[src/rtl/spi_flash_arb_pkg.sv]
// rtl/spi_flash_arb_pkg.sv - Shared types and constants for the SPI flash engine arbiter
package spi_flash_arb_pkg;

    localparam int WORD_BYTES   = 4;
    localparam int FLASH_ADDR_W = 24;

    typedef enum logic [2:0] {
        ST_IDLE,
        ST_ISSUE_A,
        ST_BUSY_A,
        ST_ISSUE_B,
        ST_BUSY_B,
        ST_B_FIN
    } arb_state_e;

    typedef enum logic {
        GRANT_A,
        GRANT_B
    } grant_e;

endpackage

[src/rtl/spi_flash_burst_tracker.sv]
// rtl/spi_flash_burst_tracker.sv - Loader burst address/remaining bookkeeping and chunk sizing
module spi_flash_burst_tracker
    import spi_flash_arb_pkg::*;
#(
    parameter int MAX_BURST = 16,
    parameter int CNT_W     = 24
) (
    input  logic                    clk,
    input  logic                    n_reset,
    input  logic                    load,
    input  logic [FLASH_ADDR_W-1:0] load_addr,
    input  logic [CNT_W-1:0]        load_count,
    input  logic                    advance,
    output logic [FLASH_ADDR_W-1:0] addr,
    output logic [CNT_W-1:0]        chunk,
    output logic                    rem_zero,
    output logic                    rem_zero_next
);

    logic [FLASH_ADDR_W-1:0] addr_q, addr_d;
    logic [CNT_W-1:0]        rem_q, rem_d;

    // Strobes past the end of the burst leave both registers untouched.
    always_comb begin
        addr_d = addr_q;
        rem_d  = rem_q;
        if (load) begin
            addr_d = load_addr;
            rem_d  = load_count;
        end else if (advance && (rem_q != '0)) begin
            addr_d = addr_q + FLASH_ADDR_W'(WORD_BYTES);
            rem_d  = rem_q - CNT_W'(1);
        end
    end

    always_ff @(posedge clk) begin
        if (!n_reset) begin
            addr_q <= '0;
            rem_q  <= '0;
        end else begin
            addr_q <= addr_d;
            rem_q  <= rem_d;
        end
    end

    assign addr          = addr_q;
    assign chunk         = (rem_q < CNT_W'(MAX_BURST)) ? rem_q : CNT_W'(MAX_BURST);
    assign rem_zero      = (rem_q == '0);
    assign rem_zero_next = (rem_d == '0);

endmodule

[src/rtl/spi_flash_arbiter.sv]
// rtl/spi_flash_arbiter.sv - Shares one spi_flash_read engine between a CPU port and a burst loader port
module spi_flash_arbiter
    import spi_flash_arb_pkg::*;
#(
    parameter int MAX_BURST = 16,
    parameter int CNT_W     = 24
) (
    input  logic                    clk,
    input  logic                    n_reset,
    input  logic                    a_valid,
    input  logic [FLASH_ADDR_W-1:0] a_addr,
    output logic                    a_ready,
    output logic [31:0]             a_rdata,
    input  logic                    b_req,
    input  logic [FLASH_ADDR_W-1:0] b_addr,
    input  logic [CNT_W-1:0]        b_count,
    output logic                    b_busy,
    output logic                    b_strobe,
    output logic [31:0]             b_data,
    output logic                    b_done,
    output logic                    eng_start,
    output logic [FLASH_ADDR_W-1:0] eng_address,
    output logic [CNT_W-1:0]        eng_word_count,
    input  logic                    eng_strobe,
    input  logic [31:0]             eng_data,
    input  logic                    eng_done
);

    arb_state_e              state_q, state_d;
    grant_e                  last_q, last_d;
    logic                    b_busy_q, b_busy_d;
    logic                    a_ready_q, a_ready_d;
    logic                    a_served_q, a_served_d;
    logic                    b_strobe_q, b_strobe_d;
    logic [31:0]             a_rdata_q, a_rdata_d;
    logic [31:0]             b_data_q, b_data_d;
    logic [FLASH_ADDR_W-1:0] eng_addr_q, eng_addr_d;
    logic [CNT_W-1:0]        eng_cnt_q, eng_cnt_d;

    logic                    trk_load, trk_adv, trk_rem_zero, trk_rem_zero_next;
    logic [FLASH_ADDR_W-1:0] trk_addr;
    logic [CNT_W-1:0]        trk_chunk;
    logic                    a_req, b_new, b_pend, pick_b;

    assign trk_adv = (state_q == ST_BUSY_B) && eng_strobe;

    spi_flash_burst_tracker #(
        .MAX_BURST (MAX_BURST),
        .CNT_W     (CNT_W)
    ) u_tracker (
        .clk           (clk),
        .n_reset       (n_reset),
        .load          (trk_load),
        .load_addr     (b_addr),
        .load_count    (b_count),
        .advance       (trk_adv),
        .addr          (trk_addr),
        .chunk         (trk_chunk),
        .rem_zero      (trk_rem_zero),
        .rem_zero_next (trk_rem_zero_next)
    );

    // a_valid is still high during the a_ready cycle, so it must not count as a fresh request.
    always_comb begin
        state_d  = state_q;
        last_d   = last_q;
        b_busy_d = b_busy_q;
        trk_load = 1'b0;
        a_req    = a_valid && !a_ready_q;
        b_new    = b_req && !b_busy_q;
        b_pend   = b_busy_q || (b_new && (b_count != '0));
        pick_b   = (a_req && b_pend) ? (last_q == GRANT_A) : (!a_req && (b_busy_q || b_new));
        unique case (state_q)
            ST_IDLE: begin
                if (pick_b) begin
                    if (b_new) begin
                        trk_load = 1'b1;
                        b_busy_d = 1'b1;
                        state_d  = (b_count == '0) ? ST_B_FIN : ST_ISSUE_B;
                    end else begin
                        state_d = ST_ISSUE_B;
                    end
                end else if (a_req) begin
                    state_d = ST_ISSUE_A;
                end
            end
            ST_ISSUE_A: state_d = ST_BUSY_A;
            ST_BUSY_A: begin
                if (eng_done) begin
                    last_d  = GRANT_A;
                    state_d = ST_IDLE;
                end
            end
            ST_ISSUE_B: state_d = ST_BUSY_B;
            ST_BUSY_B: begin
                if (eng_done) begin
                    last_d  = GRANT_B;
                    state_d = trk_rem_zero_next ? ST_B_FIN : ST_IDLE;
                end
            end
            ST_B_FIN: begin
                b_busy_d = 1'b0;
                state_d  = ST_IDLE;
            end
            default: state_d = ST_IDLE;
        endcase
    end

    always_comb begin
        a_ready_d  = (state_q == ST_BUSY_A) && eng_strobe && !a_served_q;
        a_served_d = a_served_q;
        if (state_q == ST_ISSUE_A) begin
            a_served_d = 1'b0;
        end else if (a_ready_d) begin
            a_served_d = 1'b1;
        end
        a_rdata_d  = a_ready_d ? eng_data : a_rdata_q;
        b_strobe_d = trk_adv && !trk_rem_zero;
        b_data_d   = b_strobe_d ? eng_data : b_data_q;
        eng_addr_d = eng_addr_q;
        eng_cnt_d  = eng_cnt_q;
        if (state_q == ST_ISSUE_A) begin
            eng_addr_d = a_addr;
            eng_cnt_d  = CNT_W'(1);
        end else if (state_q == ST_ISSUE_B) begin
            eng_addr_d = trk_addr;
            eng_cnt_d  = trk_chunk;
        end
    end

    always_ff @(posedge clk) begin
        if (!n_reset) begin
            state_q    <= ST_IDLE;
            last_q     <= GRANT_B;
            b_busy_q   <= 1'b0;
            a_ready_q  <= 1'b0;
            a_served_q <= 1'b0;
            b_strobe_q <= 1'b0;
            a_rdata_q  <= '0;
            b_data_q   <= '0;
            eng_addr_q <= '0;
            eng_cnt_q  <= '0;
        end else begin
            state_q    <= state_d;
            last_q     <= last_d;
            b_busy_q   <= b_busy_d;
            a_ready_q  <= a_ready_d;
            a_served_q <= a_served_d;
            b_strobe_q <= b_strobe_d;
            a_rdata_q  <= a_rdata_d;
            b_data_q   <= b_data_d;
            eng_addr_q <= eng_addr_d;
            eng_cnt_q  <= eng_cnt_d;
        end
    end

    assign a_ready        = a_ready_q;
    assign a_rdata        = a_rdata_q;
    assign b_busy         = b_busy_q;
    assign b_strobe       = b_strobe_q;
    assign b_data         = b_data_q;
    assign b_done         = (state_q == ST_B_FIN);
    assign eng_start      = (state_q == ST_ISSUE_A) || (state_q == ST_ISSUE_B);
    assign eng_address    = eng_start ? eng_addr_d : eng_addr_q;
    assign eng_word_count = eng_start ? eng_cnt_d : eng_cnt_q;

endmodule
[config.mk]
export PLATFORM = sky130hd
export DESIGN_NAME = spi_flash_arbiter
export DESIGN_NICKNAME = d
export VERILOG_FILES = /design/src/rtl/spi_flash_arb_pkg.sv /design/src/rtl/spi_flash_burst_tracker.sv /design/src/rtl/spi_flash_arbiter.sv
export SDC_FILE = /design/constraint.sdc
export NUM_CORES = 1
export LEC_CHECK = 0
export CORE_ASPECT_RATIO = 1.75
export CORE_MARGIN = 1.5
export CORE_UTILIZATION = 49
export CTS_BUF_LIST = sky130_fd_sc_hd__clkbuf_4
export DETAILED_ROUTE_END_ITERATION = 16
export PLACE_DENSITY = 0.79
export SETUP_SLACK_MARGIN = 0.05
export SYNTH_ARGS = -nofsm -noshare
export SYNTH_HDL_FRONTEND = slang
export SYNTH_SLANG_ARGS = --single-unit
[constraint.sdc]
create_clock -name clk -period 4.19 [get_ports clk]
set_input_delay 0.838 -clock clk [delete_from_list [all_inputs] [get_ports clk]]
set_output_delay 0.838 -clock clk [all_outputs]
set_load 0.02 [all_outputs]
== Word level (Yosys, flattened, before mapping) ==
Cells that the tools add are included.
Word-level totals
  register bits: 168
  output and inout port bits: 117
  word-level logic and storage cells: 87
Cells by class
  add/subtract/negate cells: 2
  magnitude comparators: 1
  equal/unequal tests: 10
  mux-type cells: 29
  bitwise gates (word level): 2
  reductions and logical operators: 31
Operators with widths (number)
  $mux 24: 11
  $logic_not 24->1: 3
  $reduce_bool 24->1: 2
  $add 24x3->24 const B: 1
  $lt 24x5->1 const B: 1
  $sub 24x1->24 const B: 1
  $mux 3: 7
  $pmux 3 s5: 1
  $logic_and 1x1->1: 10
  $reduce_and 3->1: 3
  $mux 1: 8
  $ne 2x2->1 const B: 4
  $eq 3x2->1 const B: 2
  $eq 3x3->1 const B: 2
  $reduce_bool 2->1: 3
  $logic_not 1->1: 5
  $pmux 1 s2: 2
  $eq 3x1->1 const B: 1
  $logic_not 3->1: 1
  $logic_or 1x1->1: 3
  $ne 3x3->1 const B: 1
  $not 1->1: 2
  $reduce_or 2->1: 1

== Logic depth before layout (Yosys ltp) ==
  word-level depth: 13
  gate-level depth with buffers: 13

== Modules after synthesis ==
From an unflattened synthesis, not the netlist that was laid out.
Second synthesis, totals
  cell total of the unflattened synthesis: 978
  area, all modules: 8017.7 um2
By module, submodules not included
  spi_flash_arbiter: times used 1, cells an instance 604, area each 4986.0 um2, seq. area each 2402.3 um2
  spi_flash_burst_tracker: times used 1, cells an instance 374, area each 3031.7 um2, seq. area each 960.9 um2

== Least setup slack after synthesis ==
Ideal clock, no wire load.
  path type: input-to-reg
  start: in b_count[2]
  end: reg state_q[2]
  arrival time: 3.093 ns
  required time: 4.121 ns
  slack: 1.028 ns
  stages on the path: 9
  buffers on the path: 1
  cells stage by stage: nor4_1 nand4_1 o31ai_1 clkbuf_1 o41ai_1 o22ai_1 nand4_1 or4b_1 o21ai_1
On the way
  cells in the longest elaborated chain, start to end: 12
  elaborated cells between the ends (all ways): 18
  classes of those cells: eq/ne: 1; mux: 10; reduce/logical: 7
RTL lines
  start: declaration: line spi_flash_arbiter.sv:16  | input logic [CNT_W-1:0] b_count,
  $reduce_bool 24->1: line spi_flash_arbiter.sv:71  | b_pend = b_busy_q || (b_new && (b_count != '0));
  $logic_and 1x1->1: line spi_flash_arbiter.sv:71
  $logic_or 1x1->1: line spi_flash_arbiter.sv:71
  $logic_and 1x1->1: line spi_flash_arbiter.sv:72  | pick_b = (a_req && b_pend) ? (last_q == GRANT_A) : (!a_req && (b_busy_q || b_new));
  $mux 1: line spi_flash_arbiter.sv:72
  $mux 1: line spi_flash_arbiter.sv:75  | if (pick_b) begin
  $mux 1: line spi_flash_arbiter.sv:73  | unique case (state_q)
  $mux 24: line spi_flash_burst_tracker.sv:27  | if (load) begin
  $logic_not 24->1: line spi_flash_burst_tracker.sv:49  | assign rem_zero_next = (rem_d == '0);
  $mux 3: line spi_flash_arbiter.sv:98  | state_d = trk_rem_zero_next ? ST_B_FIN : ST_IDLE;
  $mux 3: line spi_flash_arbiter.sv:96  | if (eng_done) begin
  $pmux 3 s5: line spi_flash_arbiter.sv:73
  end signal: assignment: line spi_flash_arbiter.sv:144  | state_q <= state_d;
  end: declaration: line spi_flash_arbiter.sv:29  | arb_state_e state_q, state_d;
Parallel ways exist; a longest one is shown, timed or not. The select of a mux whose other input is x is not followed.
A chain may end at the register's enable or synchronous reset.

== Final worst setup path ==
  start: reg u_tracker.rem_q[16]
  end: out eng_word_count[0]
On the way
  cells in the longest elaborated chain, start to end: 5
RTL lines
  start: declaration: line spi_flash_burst_tracker.sv:21  | logic [CNT_W-1:0] rem_q, rem_d;
  start signal: assignment: line spi_flash_burst_tracker.sv:42  | rem_q <= rem_d;
  $lt 24x5->1: line spi_flash_burst_tracker.sv:47  | assign chunk = (rem_q < CNT_W'(MAX_BURST)) ? rem_q : CNT_W'(MAX_BURST);
  $mux 24: line spi_flash_burst_tracker.sv:47
  $mux 24: line spi_flash_arbiter.sv:125  | end else if (state_q == ST_ISSUE_B) begin
  $mux 24: line spi_flash_arbiter.sv:122  | if (state_q == ST_ISSUE_A) begin
  $mux 24: line spi_flash_arbiter.sv:165  | assign eng_word_count = eng_start ? eng_cnt_d : eng_cnt_q;
  end: declaration: line spi_flash_arbiter.sv:23  | output logic [CNT_W-1:0] eng_word_count,
No other way between the ends.

==> qor.csv <==
stage;metric;value;unit
power;p_leak;3.70;nW
sta;period_needed;3850;ps
sta;worst_pin_slew;601;ps
drt;routed_via_density;5.54;
global_routing;grt_max_degree;93;
sta;fin_crit_sh;0.918;
logic_synthesis;synth_seq_cells;168;
hold_path;hold_path_startpoint;a_rdata[17];
global_routing;gr-total-overflow;0;
logic_synthesis;synthTopCellsByArea;dfxtp_1 45%, nand2_1 9.7%, a21oi_1 5.8%;
logic_synthesis;synth_cells;938;
place;routabilityCongestion;0.956;
clock_tree;clockBufferDepth;2;
setup_path;startpoint_type;register;
sta;setup_violations;0;
setup_path;reg2reg_setup_slack;850;ps
clock_tree;clock_sinks;168;
die;die_h;167;microns
sta;setup-tns-final;0;ps
logic_synthesis;yosysTopAreaCellShare;0.447;
die;die_x;96.7;microns
die;start_util;0.503;
sta;max_freq;260;MHz
setup_path;worst-path-max-fanout;8;
logic_synthesis;yosysWarnings;0;
setup_path;reg2reg_depth;10;
drt;ant_nets;0;
power;peakVddDrop;0.240;mV
sta;slew_headroom;0.594;
cells_and_area;drive_gt1_frac;0.0584;
cells_and_area;nNetsFinal;1248;
die;row_count;59;
sta;rsz0062_at_grt;false;
power;total_power;4.81;mW
clock_tree;cts_buffers;17;
clock_tree;cts-root-buf;clkbuf_4;
logic_synthesis;post-synth-top-count-cell;nand2_1;
clock_tree;ctsHtreeMaxLevel;4;
clock_tree;holdBufCountCts;0;
clock_tree;cts_tree;built;
hold_path;whs_endpoint;a_rdata[17];
clock_tree;clk_pin_slew;150;ps
place;dpl.hpwl;16000;microns
hold_path;min_path_cells;2;
global_routing;grt_pass1_wl;35600;microns
hold_path;min_path_type;register to register;
drt;drcViolationCount;0;
drt;drt-total-wl;22100;microns
setup_path;crit_path_end_kind;primary output;
drt;highest_layer;met4;
global_routing;grt_pass1_vias;7189;
place;dp_slack;359;ps
logic_synthesis;synthArstFlopShare;0;
logic_synthesis;netlist_area;7530;sq um
drt;drt-initial-drc-count;405;
drt;wl_met3;1260;microns
sta;slew_violations;0;
setup_path;reg2reg_to;state_q[2];
logic_synthesis;synth_ff_type;dfxtp_1;
logic_synthesis;synth_cell_types;67;
status;status;finished clean;
logic_synthesis;postSynthAreaPerCell;8.03;sq um
die;die-area;16200;sq um
cells_and_area;fin_util;0.682;
die;io_pins;227;
place;port_buffers;226;
setup_path;reg2reg_from;u_tracker.rem_q[0];
drt;drt_first_pass_iters;5;
setup_path;critical_path_class;register to primary output;
drt;met2_length;10900;microns
logic_synthesis;synth_edf_count;0;
global_routing;antenna_found_initial;3;
cells_and_area;post-route-cell-area;10200;sq um
clock_tree;worstSkewPairLatency;560;ps
cells_and_area;syn_to_final_growth;35.6;%
place;placed_cell_area;9940;sq um
die;core;15000;sq um
drt;vias;7389;
logic_synthesis;synth_nets;1051;
sta;setup_ws;345;ps
cells_and_area;final_cells;1334;
logic_synthesis;synthTopCellsByCount;195 x nand2_1, 168 x dfxtp_1, 87 x a21oi_1;
sta;holdWs;463;ps
drt;wl_met1;8870;microns
place;post-place-cells;1299;
global_routing;grt.total_usage;0.268;
setup_path;critPathArrivalTime;3010;ps
drt;wl_per_cell;16.6;microns
power;power_density;471;nW/um^2
setup_path;critPathRequiredTime;3350;ps
sta;finalHoldViolCount;0;
logic_synthesis;ys_seq_area_frac;0.447;
setup_path;crit_start;u_tracker.rem_q[16];
sta;fin_skew;33.0;ps
logic_synthesis;synth_top_cell_by_area;dfxtp_1;
job;timing.max_cap.violations;0;
==> cells by family (layout without fill, tap and decap cells) <==
logic type               count (synthesis)  in the layout  synth area share
other                                    0              3                 0
adder cells (fa/ha/maj)                  3              3           0.00498
AND/OR/NAND/NOR                        431            431             0.271
multiplexers                            25             25            0.0332
buffers and inverters                   75            285            0.0405
XOR/XNOR                                27             27            0.0314
AO/OA/AOI/OAI                          209            209             0.172
flip-flops                             168            168             0.447
==> where the power goes <==
part / switching [mW] / internal, mW
sequential: 0.217 / 1.80
clock: 0.634 / 0.271
combinational: 1.07 / 0.815
==> worst max path at each step <==
stage | endpoint | slack [ps] | cells past startpoint
3_5_place_dp | state_q[2] | 360 | 11
5_1_grt | eng_word_count[0] | 120 | 7
2_1_floorplan | state_q[2] | 1030 | 9
6_report | eng_word_count[0] | 340 | 7
3_3_place_gp | state_q[2] | 410 | 11
4_1_cts | eng_word_count[1] | 140 | 7
==> cell type report <==
type | count | area (sq um)
Fill cell | 1278 | 4770
Multi-Input combinational cell | 695 | 3880
Sequential cell | 168 | 3360
Timing Repair Buffer | 245 | 2440
Tap cell | 183 | 229
Clock buffer | 18 | 135
Clock inverter | 14 | 129
Inverter | 8 | 31.3
Antenna cell | 3 | 7.51
==> registers in the layout, summed over array words and instances (netlist names) <==
name and flops:
last_q 1, eng_cnt_q 24, b_strobe 1, a_ready 1, a_rdata 32, eng_addr_q 24, u_tracker.rem_q 24, b_busy 1
state_q 3, u_tracker.addr 24, b_data 32, a_served_q 1
==> layout by cell type (no fill, tap or decap), types with 4 or more instances in the layout <==
master / Yosys / routed
a211oi_1: 27 / 27
o31a_1: 5 / 5
inv_1: 7 / 7
xnor2_1: 7 / 7
o21ai_0: 49 / 49
buf_4: 1 / 17
a22oi_1: 4 / 4
nor2_1: 76 / 75
o41ai_1: 4 / 4
inv_6: 0 / 4
dfxtp_1: 168 / 167
mux2i_1: 25 / 25
nand3_1: 14 / 14
and3_1: 23 / 23
inv_8: 0 / 6
clkbuf_4: 0 / 18
nand4_1: 10 / 10
clkdlybuf4s50_1: 0 / 223
nand2_1: 195 / 195
xor2_1: 20 / 20
or3_1: 9 / 9
and2_1: 53 / 53
a21oi_1: 87 / 87
and4_1: 4 / 4
nor3_1: 16 / 16
nor4_1: 10 / 10
==> worst max-delay path, cell delays in order (launching register included) <==
cell and delay [ps]:
dfxtp_1 400, or4_4 540, nand4bb_1 220, buf_4 200
nor2_2 170, nand2_1 80, a31oi_1 210, clkdlybuf4s50_1 640
==> per-layer routing <==
layer / vias up / track usage
li1: 3652 / -
met1: 3428 / 0.303
met2: 249 / 0.461
met3: 60 / 0.0671
met4: 0 / 0.141
met5: - / 0
==> repair_timing <==
action,in CTS,in global routing
endpoints found under the setup margin,0,4
buffers inserted,0,0
gates resized for setup,0,4
Note: power is estimated with default switching activity, not from simulation.
